--- config.mk ---
export PLATFORM = sky130hd
export DESIGN_NAME = otter_iobus_responder
export DESIGN_NICKNAME = d
export VERILOG_FILES = /design/src/rtl/otter_iobus_responder.sv
export SDC_FILE = /design/constraint.sdc
export NUM_CORES = 1
export LEC_CHECK = 0
export BUFFER_PORTS_ARGS = -buffer_cell sky130_fd_sc_hd__buf_2
export CAP_MARGIN = 0
export CORE_MARGIN = 3
export CORE_UTILIZATION = 51
export DETAILED_ROUTE_END_ITERATION = 8
export MAX_ROUTING_LAYER = met4
export PLACE_DENSITY = 0.76
export SYNTH_ARGS = -nofsm -noshare
export SYNTH_HDL_FRONTEND = slang
export SYNTH_SLANG_ARGS = --single-unit
--- constraint.sdc ---
create_clock -name CLK -period 2 [get_ports CLK]
set_input_delay 0.1 -clock CLK [delete_from_list [all_inputs] [get_ports CLK]]
set_output_delay 0.1 -clock CLK [all_outputs]
set_load 0.02 [all_outputs]
--- src/rtl/otter_iobus_responder.sv ---
// Memory-mapped I/O responder for the OTTER IOBUS: board registers plus a compare/match timer.
// Latency: writes take effect on the sampling edge; read data is registered, one cycle after the address.
// Backpressure: none; the bus has no handshake, so every access completes in a single cycle.
module otter_iobus_responder #(
  parameter logic [31:0] BASE_ADDR   = 32'h1100_0000,
  parameter int          PRESCALE    = 1,
  parameter int          SYNC_STAGES = 2
) (
  input  logic        CLK,
  input  logic        RST,
  input  logic [31:0] IOBUS_ADDR,
  input  logic [31:0] IOBUS_OUT,
  input  logic        IOBUS_WR,
  output logic [31:0] IOBUS_IN,
  input  logic [15:0] SWITCHES,
  input  logic [4:0]  BTNS,
  output logic [15:0] LEDS,
  output logic [15:0] SSEG,
  output logic        INTR
);

  // Full byte addresses of each register; decode compares word addresses only.
  localparam logic [31:0] ADR_SW   = BASE_ADDR + 32'h00;
  localparam logic [31:0] ADR_BTN  = BASE_ADDR + 32'h04;
  localparam logic [31:0] ADR_LED  = BASE_ADDR + 32'h20;
  localparam logic [31:0] ADR_SSEG = BASE_ADDR + 32'h40;
  localparam logic [31:0] ADR_CTRL = BASE_ADDR + 32'h60;
  localparam logic [31:0] ADR_CNT  = BASE_ADDR + 32'h64;
  localparam logic [31:0] ADR_CMP  = BASE_ADDR + 32'h68;
  localparam logic [31:0] ADR_STAT = BASE_ADDR + 32'h6C;
  localparam logic [31:0] PRE_MAX  = 32'(PRESCALE - 1);

  logic [29:0] addr_w;
  logic        unused_addr_bits;
  logic [15:0] sw_sync  [SYNC_STAGES];
  logic [4:0]  btn_sync [SYNC_STAGES];
  logic        ctrl_en, ctrl_auto, ctrl_irq_en;
  logic [31:0] cnt, cmp, presc;
  logic        match;
  logic        tick, cnt_hit;
  logic        wr_led, wr_sseg, wr_ctrl, wr_cnt, wr_cmp, wr_stat;
  logic [31:0] rd_mux;

  assign addr_w           = IOBUS_ADDR[31:2];
  assign unused_addr_bits = ^IOBUS_ADDR[1:0];

  assign wr_led  = IOBUS_WR && (addr_w == ADR_LED[31:2]);
  assign wr_sseg = IOBUS_WR && (addr_w == ADR_SSEG[31:2]);
  assign wr_ctrl = IOBUS_WR && (addr_w == ADR_CTRL[31:2]);
  assign wr_cnt  = IOBUS_WR && (addr_w == ADR_CNT[31:2]);
  assign wr_cmp  = IOBUS_WR && (addr_w == ADR_CMP[31:2]);
  assign wr_stat = IOBUS_WR && (addr_w == ADR_STAT[31:2]);

  assign tick    = ctrl_en && (presc == PRE_MAX);
  assign cnt_hit = (cnt == cmp);

  // Interrupt is a pure AND of registered bits so it follows IRQ_EN with no extra delay.
  assign INTR = match & ctrl_irq_en;

  // Metastability chains for the asynchronous board inputs.
  always_ff @(posedge CLK or negedge RST) begin
    if (!RST) begin
      for (int i = 0; i < SYNC_STAGES; i++) begin
        sw_sync[i]  <= '0;
        btn_sync[i] <= '0;
      end
    end else begin
      sw_sync[0]  <= SWITCHES;
      btn_sync[0] <= BTNS;
      for (int i = 1; i < SYNC_STAGES; i++) begin
        sw_sync[i]  <= sw_sync[i-1];
        btn_sync[i] <= btn_sync[i-1];
      end
    end
  end

  // Board-facing output registers and timer configuration, written straight from the bus.
  always_ff @(posedge CLK or negedge RST) begin
    if (!RST) begin
      LEDS        <= '0;
      SSEG        <= '0;
      ctrl_en     <= 1'b0;
      ctrl_auto   <= 1'b0;
      ctrl_irq_en <= 1'b0;
      cmp         <= '0;
    end else begin
      if (wr_led)  LEDS <= IOBUS_OUT[15:0];
      if (wr_sseg) SSEG <= IOBUS_OUT[15:0];
      if (wr_ctrl) begin
        ctrl_en     <= IOBUS_OUT[0];
        ctrl_auto   <= IOBUS_OUT[1];
        ctrl_irq_en <= IOBUS_OUT[2];
      end
      if (wr_cmp) cmp <= IOBUS_OUT;
    end
  end

  // Prescaler runs only while enabled and is parked at zero otherwise.
  always_ff @(posedge CLK or negedge RST) begin
    if (!RST) begin
      presc <= '0;
    end else if (!ctrl_en || tick) begin
      presc <= '0;
    end else begin
      presc <= presc + 32'd1;
    end
  end

  // Counter: a CPU load wins over a tick; on a match the count reloads to zero only in auto-reload mode.
  always_ff @(posedge CLK or negedge RST) begin
    if (!RST) begin
      cnt <= '0;
    end else if (wr_cnt) begin
      cnt <= IOBUS_OUT;
    end else if (tick) begin
      cnt <= (cnt_hit && ctrl_auto) ? 32'd0 : cnt + 32'd1;
    end
  end

  // MATCH sticky flag: setting on a matching tick wins over a same-cycle write-1-to-clear.
  always_ff @(posedge CLK or negedge RST) begin
    if (!RST) begin
      match <= 1'b0;
    end else if (tick && cnt_hit) begin
      match <= 1'b1;
    end else if (wr_stat && IOBUS_OUT[0]) begin
      match <= 1'b0;
    end
  end

  // Read select uses pre-edge register values, so a same-cycle write returns the old contents.
  always_comb begin
    rd_mux = 32'd0;
    case (addr_w)
      ADR_SW[31:2]:   rd_mux = {16'd0, sw_sync[SYNC_STAGES-1]};
      ADR_BTN[31:2]:  rd_mux = {27'd0, btn_sync[SYNC_STAGES-1]};
      ADR_LED[31:2]:  rd_mux = {16'd0, LEDS};
      ADR_SSEG[31:2]: rd_mux = {16'd0, SSEG};
      ADR_CTRL[31:2]: rd_mux = {29'd0, ctrl_irq_en, ctrl_auto, ctrl_en};
      ADR_CNT[31:2]:  rd_mux = cnt;
      ADR_CMP[31:2]:  rd_mux = cmp;
      ADR_STAT[31:2]: rd_mux = {31'd0, match};
      default:        rd_mux = 32'd0;
    endcase
  end

  // Registered read port: one cycle from address to data.
  always_ff @(posedge CLK or negedge RST) begin
    if (!RST) begin
      IOBUS_IN <= '0;
    end else begin
      IOBUS_IN <= rd_mux;
    end
  end

endmodule

==> results of run 1 <==
==> metrics by stage <==
| step | std cells | setup slack (ns) |
|---|---|---|
| floorplan | 858 | 0.00418 |
| detailed placement | 1307 | -0.170 |
| finish | 1404 | -0.182 |
| global route | 1404 | -0.268 |
| CTS | 1403 | -0.0506 |
| global placement | 1307 | -0.159 |
==> worst max-delay path, stage by stage (launching register included) <==
cell and delay, ns:
dfrtp_1 0.41, xnor2_1 0.20, buf_4 0.15, nand4_1 0.18, nor4_4 0.37, nand3_1 0.14, buf_6 0.18, buf_6 0.14
a31oi_4 0.14, a31oi_1 0.12
==> logic make-up (layout without fill, tap and decap cells) <==
kind of cell	after synthesis	in the layout	synth area share, %
AO/OA/AOI/OAI	144	144	10.7
XOR/XNOR	62	62	5.74
buffers and inverters	73	390	3.27
flip-flops	206	206	54.5
adder cells (fa/ha/maj)	3	3	0.397
multiplexers	69	69	8.58
AND/OR/NAND/NOR	301	301	16.9
==> registers in the layout (all words and copies together) (netlist names) <==
name,cells
IOBUS_IN,32
LEDS,16
SSEG,16
btn_sync,10
cmp,32
cnt,32
ctrl_auto,1
ctrl_en,1
ctrl_irq_en,1
match,1
presc,32
sw_sync,32
==> cell usage after synthesis, drive strengths merged (2+ instances only) <==
library cell / instances / share of area, %
a21boi: 3 / 0.24
or2: 3 / 0.20
nand2: 71 / 2.9
inv: 10 / 0.40
a31oi: 20 / 1.4
a211oi: 7 / 0.56
xnor2: 39 / 3.6
or3: 2 / 0.13
and2: 9 / 0.59
nor2: 73 / 2.9
a22o: 16 / 1.5
nand4: 26 / 1.9
nand3b: 5 / 0.40
nor4b: 4 / 0.66
a222oi: 6 / 0.63
nor4: 21 / 1.6
ha: 3 / 0.40
a21oi: 21 / 1.1
dfrtp: 206 / 54
mux2: 67 / 8.4
nand4b: 2 / 0.19
and4: 11 / 1.0
o21ai: 18 / 0.95
nor3: 15 / 0.90
a22oi: 35 / 2.8
a32oi: 4 / 0.37
xor2: 23 / 2.1
mux2i: 2 / 0.21
o211ai: 8 / 0.63
clkbuf: 47 / 1.9
nand3: 42 / 2.2
and3: 14 / 0.93
buf: 16 / 1.0
a2111oi: 3 / 0.28
==> worst min-delay path by stage <==
stage	slack, ns	start	endpoint	cells past startpoint
CTS	0.01	IOBUS_WR	match$_DFFE_PN0P_	4
detailed placement	0.08	RST	IOBUS_IN[26]$_DFF_PN0_	1
global route	0.08	IOBUS_WR	match$_DFFE_PN0P_	4
finish	0.03	IOBUS_WR	match$_DFFE_PN0P_	4
global placement	0.08	RST	IOBUS_IN[24]$_DFF_PN0_	1
floorplan	-0.20	RST	IOBUS_IN[0]$_DFF_PN0_	0
==> cell usage in the layout (no fill, tap or decap), types with 4 or more instances in the layout <==
cell type,n
buf_6,4
mux2_2,35
nor4_1,14
a31oi_1,18
a22oi_1,33
a211oi_1,6
clkinv_2,6
a21oi_1,12
nand3_1,41
clkbuf_8,7
a21oi_2,7
o21ai_0,14
and3_1,14
buf_4,122
inv_1,10
nor3_1,10
clkbuf_16,23
and2_1,9
clkinvlp_4,4
dlygate4sd3_1,55
xor2_1,23
nand2_1,69
nand4_1,24
mux2_4,10
xnor2_1,32
nor3_2,5
xnor2_2,7
o211ai_1,8
a222oi_1,6
dfrtp_1,205
nand3b_1,5
nor2_1,72
nor4_2,4
buf_12,7
mux2_1,22
and4_1,9
a22o_1,16
a32oi_1,4
buf_2,149
==> metal layers <==
| layer | GRT usage [%] | vias up |
|---|---|---|
| met1 | 35.9 | 4081 |
| met3 | 4.84 | 80 |
| li1 | - | 3714 |
| met5 | - | - |
| met2 | 44.1 | 374 |
| met4 | 8.64 | 0 |
==> layout make-up <==
class	count	area, um2
Inverter	10	37.5
Multi-Input combinational cell	579	4250
Fill cell	1229	5190
Timing Repair Buffer	340	2440
Clock buffer	30	662
Clock inverter	10	60.1
Sequential cell	206	5160
Tap cell	229	287
==> power by group through the flow <==
stage	clock network, mW	logic [mW]	registers, mW
6_report	3.98	0.314	4.22
3_5_place_dp	0	0.228	4.30
3_3_place_gp	0	0.226	4.30
5_1_grt	4.21	0.346	4.22
2_1_floorplan	0	0.0162	4.30
4_1_cts	4.03	0.313	4.22
==> timing repair <==
action / 4_1_cts / 5_1_grt
pin swaps: 19 / 14
gates cloned: 0 / 0
buffers inserted: 3 / 1
hold buffers: 55 / 0
endpoints found under the hold margin: 274 / 0
endpoints found under the setup margin: 32 / 40
gates resized for setup: 33 / 21
==> out/summary.txt, run 1 <==
Leak Pwr: 6.11 nW
Vias per inst: 5.88
Mean Syn Cell Area: 11.0 um2
Die width: 142 um
Crit path to: cnt[10]$_DFFE_PN0P_
Post-route clock period utilization: 109%
HP Class: input port to flip-flop
Sequential share of power: 49.6%
GRT Residual Overflow: 0
Core ar.: 18100 um2
Worst Setup SP: cmp[9]$_DFFE_PN0P_
TNS Setup: -2.56 ns
Post-synth EDFFs: 0
Hold Worst Slack: 0.0331 ns
DRC viols: 0
Max Freq: 458 MHz
Maxcap violations: 0
Highest routed layer: met4
Initial antenna violation count: 0
Vias in the first global route: 8482
Distinct cells, synth: 53
Slew @ Worst Pin: 0.435 ns
Status: complete, but fails checks
Clock Power Share: 46.7%
DR iter-0 viols: 900
I/O pins: 153
WL final: 27400 um
FF-to-FF End: cnt[10]$_DFFE_PN0P_
VDD IR max: 0.610 mV
PwrDens: 660 nW/um2
Die Height: 142 um
Ys async rst share: 100%
Final WS setup: -0.182 ns
WL/cell: 19.5 um
CP arrival: 2.53 ns
Switching part of the total power: 21.6%
Flop-to-flop setup slack: -0.18 ns
Clock Sinks: 206
Syn Nets: 949
Worst Setup End Kind: flip-flop
# rows: 49
Via count: 8249
NetSw: 1.84 mW
Failing checks: negative setup slack
Post-Syn Area: 9460 um2
Fin. Hold Viols: 0
CP Launch Type: flip-flop
Worst-path clk slew: 0.06 ns
# diodes: 0
Total GRT Usage: 27.5%
CTS root buffer: clkbuf_16
Met1 wire length: 11100 um
CTS tree: done
Worst reg2reg path depth: 9
Comb pwr share: 3.7%
RSZ-0062 raised after global routing: yes
Placed cell areas: 11300 um2
Pint: 6.68 mW
First-pass GRT wire length: 43700 um
Max clock buf depth: 3
Pin count of the biggest net entering global routing: 62
DRT antenna net count: 0
Final net count: 1250
Max-slew violations: 0
TritonCTS Buffers: 22
Share of layout cells above drive strength 1: 36.0%
Met3 Wirelength: 1910 um
Clk_lat worst skew: 0.50 ns
Starting density of the core: 52.3%
First-pass detailed-route iteration total: 5
Routed met2 length: 13400 um
Port bufs: 150
H-tree lvl count: 1
Register area share after synthesis: 54.5%
Worst R2R Start: cmp[9]$_DFFE_PN0P_
Tmin final: 2.18 ns
Area added between synthesis and finish: 36.2%
Post-synthesis instance total: 858
CP Class: flip-flop to flip-flop
Design Power: 8.51 mW
Finished layout cell area: 12900 um2
Setup violators final: 30
GPL Wtd Cong: 0.962
Final core occ: 71.3%
Synth Flop Type: dfrtp_1
Warnings from Yosys: 0
Total die area: 20200 um2
Post-DP HPWL: 17900 um
Fin Clk Skew: 0.0106 ns
Crit Path Max Fanout: 8
Worst Path Required: 2.35 ns
Flops & latches, synth: 206
Relative slew margins: 71.0%
Note: power is estimated with default switching activity, not from simulation.
==> run 2, diff against run 1 <==
==> config.mk (replaced) <==
export PLATFORM = sky130hd
export DESIGN_NAME = otter_iobus_responder
export DESIGN_NICKNAME = d
export VERILOG_FILES = /design/src/rtl/otter_iobus_responder.sv
export SDC_FILE = /design/constraint.sdc
export NUM_CORES = 1
export LEC_CHECK = 0
export CAP_MARGIN = 0
export CORE_MARGIN = 3
export CORE_UTILIZATION = 40
export DETAILED_ROUTE_END_ITERATION = 8
export DONT_BUFFER_PORTS = 1
export MAX_ROUTING_LAYER = met4
export SYNTH_ARGS = -nofsm -noshare
export SYNTH_HDL_FRONTEND = slang
export SYNTH_SLANG_ARGS = --single-unit
==> out/summary.txt, run 2 (synthesized netlist as in run 1, its figures left out) <==
Status: complete, but fails checks (unchanged)
Failing checks: negative hold slack, negative setup slack (was negative setup slack)
TritonCTS Buffers: 23 (was 22)
Leak Pwr: 5.76 nW (was 6.11 nW)
Vias per inst: 5.43 (was 5.88)
Crit Path Max Fanout: 3 (was 8)
First-pass detailed-route iteration total: 5 (unchanged)
Post-route clock period utilization: 106% (was 109%)
Placed cell areas: 10900 um2 (was 11300 um2)
Fin Clk Skew: 0.0127 ns (was 0.0106 ns)
DR iter-0 viols: 514 (was 900)
Area added between synthesis and finish: 36.3% (was 36.2%)
Fin. Hold Viols: 206 (was 0)
Final net count: 1155 (was 1250)
Worst Setup End Kind: flip-flop (unchanged)
Starting density of the core: 41.3% (was 52.3%)
H-tree lvl count: 1 (unchanged)
Share of layout cells above drive strength 1: 30.6% (was 36.0%)
HP Class: input port to asynchronous set/reset pin (was input port to flip-flop)
Final WS setup: -0.129 ns (was -0.182 ns)
Comb pwr share: 1.5% (was 3.7%)
DRC viols: 0 (unchanged)
Critical-path cell list: xnor2_1 -> nand4_1 -> nor4_4 -> buf_4 -> buf_6 -> buf_12 -> a31oi_1 -> o21ai_1 -> a31oi_1 (was xnor2_1 -> buf_4 -> nand4_1 -> nor4_4 -> nand3_1 -> buf_6 -> buf_6 -> a31oi_4 -> a31oi_1)
Worst path max stage delay: 0.43 ns (was 0.41 ns)
Worst Setup SP: cnt[11]$_DFFE_PN0P_ (was cmp[9]$_DFFE_PN0P_)
Initial antenna violation count: 1 (was 0)
CP Launch Type: flip-flop (unchanged)
Fillcell total: 1912 (was 1229)
GRT Residual Overflow: 0 (unchanged)
Worst Path Required: 2.40 ns (was 2.35 ns)
CP Class: flip-flop to flip-flop (unchanged)
Cell count along the critical path: 9 (unchanged)
Max clock buf depth: 3 (unchanged)
Total GRT Usage: 21.4% (was 27.5%)
CTS tree: done (unchanged)
Clock Sinks: 206 (unchanged)
RSZ-0062 raised after global routing: yes (unchanged)
Clock Power Share: 52.5% (was 46.7%)
NetSw: 1.79 mW (was 1.84 mW)
Met1 Usage GRT: 29.9% (was 35.9%)
DRT antenna net count: 0 (unchanged)
Max-slew violations: 0 (unchanged)
Tmin final: 2.13 ns (was 2.18 ns)
Vias in the first global route: 7685 (was 8482)
I/O pins: 153 (unchanged)
Family with the most delay on the worst path: simple AND/OR/NAND/NOR gates (unchanged)
Total die area: 25500 um2 (was 20200 um2)
WL final: 26700 um (was 27400 um)
Maxcap violations: 0 (unchanged)
Post-DP HPWL: 18400 um (was 17900 um)
CTS root buffer: clkbuf_16 (unchanged)
Most frequent cells in the layout: 204 x dfrtp_1, 170 x buf_4, 73 x nor2_1 (was 205 x dfrtp_1, 149 x buf_2, 122 x buf_4)
Hold_buf cts: 61 (was 55)
Worst reg2reg path depth: 9 (unchanged)
Finished layout cell area: 12900 um2 (about the same)
WL/cell: 19.2 um (was 19.5 um)
First-pass GRT wire length: 43000 um (was 43700 um)
Max Freq: 470 MHz (was 458 MHz)
Worst R2R Start: cnt[11]$_DFFE_PN0P_ (was cmp[9]$_DFFE_PN0P_)
Core ar.: 22900 um2 (was 18100 um2)
Sequential share of power: 46.0% (was 49.6%)
Die Height: 160 um (was 142 um)
Port bufs: 0 (was 150)
# rows: 55 (was 49)
Worst path buffer plus inverter count: 3 (unchanged)
Clk_lat worst skew: 0.52 ns (was 0.50 ns)
Pin count of the biggest net entering global routing: 207 (was 62)
Pint: 7.39 mW (was 6.68 mW)
CP arrival: 2.52 ns (was 2.53 ns)
GPL Wtd Cong: 0.905 (was 0.962)
Worst-path clk slew: 0.07 ns (was 0.06 ns)
TNS Setup: -1.77 ns (was -2.56 ns)
VDD IR max: 0.581 mV (was 0.610 mV)
Relative slew margins: 60.7% (was 71.0%)
Via count: 7566 (was 8249)
CP max-delay cell: nor4_4 (was dfrtp_1)
Slew @ Worst Pin: 0.590 ns (was 0.435 ns)
PwrDens: 712 nW/um2 (was 660 nW/um2)
Design Power: 9.18 mW (was 8.51 mW)
Die width: 160 um (was 142 um)
M2 GR Usage: 32.9% (was 44.1%)
GRT busiest layer: met2 (unchanged)
Most common cell after layout, fill and taps aside: dfrtp_1 (unchanged)
Final core occ: 56.3% (was 71.3%)
Grt met3 use: 4.20% (was 4.84%)
Most used cell, CP: a31oi_1 (was buf_6)
Hold Worst Slack: -0.710 ns (was 0.0331 ns)
Switching part of the total power: 19.5% (was 21.6%)
Setup violators final: 29 (was 30)
## run 2: cell types whose count changed in the layout (fill, tap and decap cells not counted), moves of 3 or more
cell / change
dlygate4sd3_1: +6
o21ai_1: +9
o21ai_0: -10
a21oi_2: +3
a31oi_4: +4
buf_2: -149
buf_4: +48
clkinvlp_4: -4
a31oi_1: -3
bufinv_16: +6
## run 2: power by group through the flow
stage	logic (mW)	clock network [mW]	registers, mW
4_1_cts	0.131	4.91	4.22
3_3_place_gp	0.0123	0	4.30
3_5_place_dp	0.0126	0	4.30
2_1_floorplan	0.0162	0	4.30
6_report	0.134	4.82	4.22
5_1_grt	0.143	5.08	4.22
## run 2: through the flow
stage,cells,setup slack [ns]
2_1_floorplan,858,0.00418
4_1_cts,1381,-0.0905
3_5_place_dp,1273,-0.188
5_1_grt,1394,-0.284
3_3_place_gp,1273,-0.136
6_report,1394,-0.129
## run 2: layout make-up
| type | instances | area, um2 | share of cell area (%) |
|---|---|---|---|
| Clock inverter | 12 | 218 | 1.69 |
| Inverter | 10 | 37.5 | 0.291 |
| Sequential cell | 206 | 5160 | 40.0 |
| Timing Repair Buffer | 244 | 2090 | 16.2 |
| Tap cell | 313 | 392 | 3.04 |
| Antenna cell | 1 | 2.50 | 0.0194 |
| Multi-Input combinational cell | 579 | 4340 | 33.7 |
| Clock buffer | 29 | 658 | 5.10 |
## run 2: timing repair
item,CTS,global route
resized for setup,53,25
setup buffers,8,12
endpoints found under the setup margin,30,43
pin swaps,22,20
endpoints found under the hold margin,328,206
## run 2: worst reg2reg max path: stages, from the launching register on
cell and delay (ns):
dfrtp_1 0.39, xnor2_1 0.27, nand4_1 0.18, nor4_4 0.43, buf_4 0.20, buf_6 0.12, buf_12 0.11, a31oi_1 0.09
o21ai_1 0.13, a31oi_1 0.09
## run 2: layer usage
layer | part of all wire, % | vias to the layer above
met1 | 45 | 3747
met2 | 47 | 267
li1 | - | 3519
met4 | 1.7 | 0
met3 | 7.2 | 33
met5 | 0 | -
## run 2: path summary, 6_finish.rpt
check                                  endpoint  slack [ns]
max                          cnt[2]$_DFFE_PN0P_       -0.13
min                         cnt[22]$_DFFE_PN0P_       -0.71
max reg2reg                  cnt[2]$_DFFE_PN0P_       -0.13
min reg2reg                sw_sync[0]$_DFF_PN0_        0.35
max in group asynchronous    cnt[0]$_DFFE_PN0P_        2.20
min in group CLK           SSEG[15]$_DFFE_PN0P_        0.05
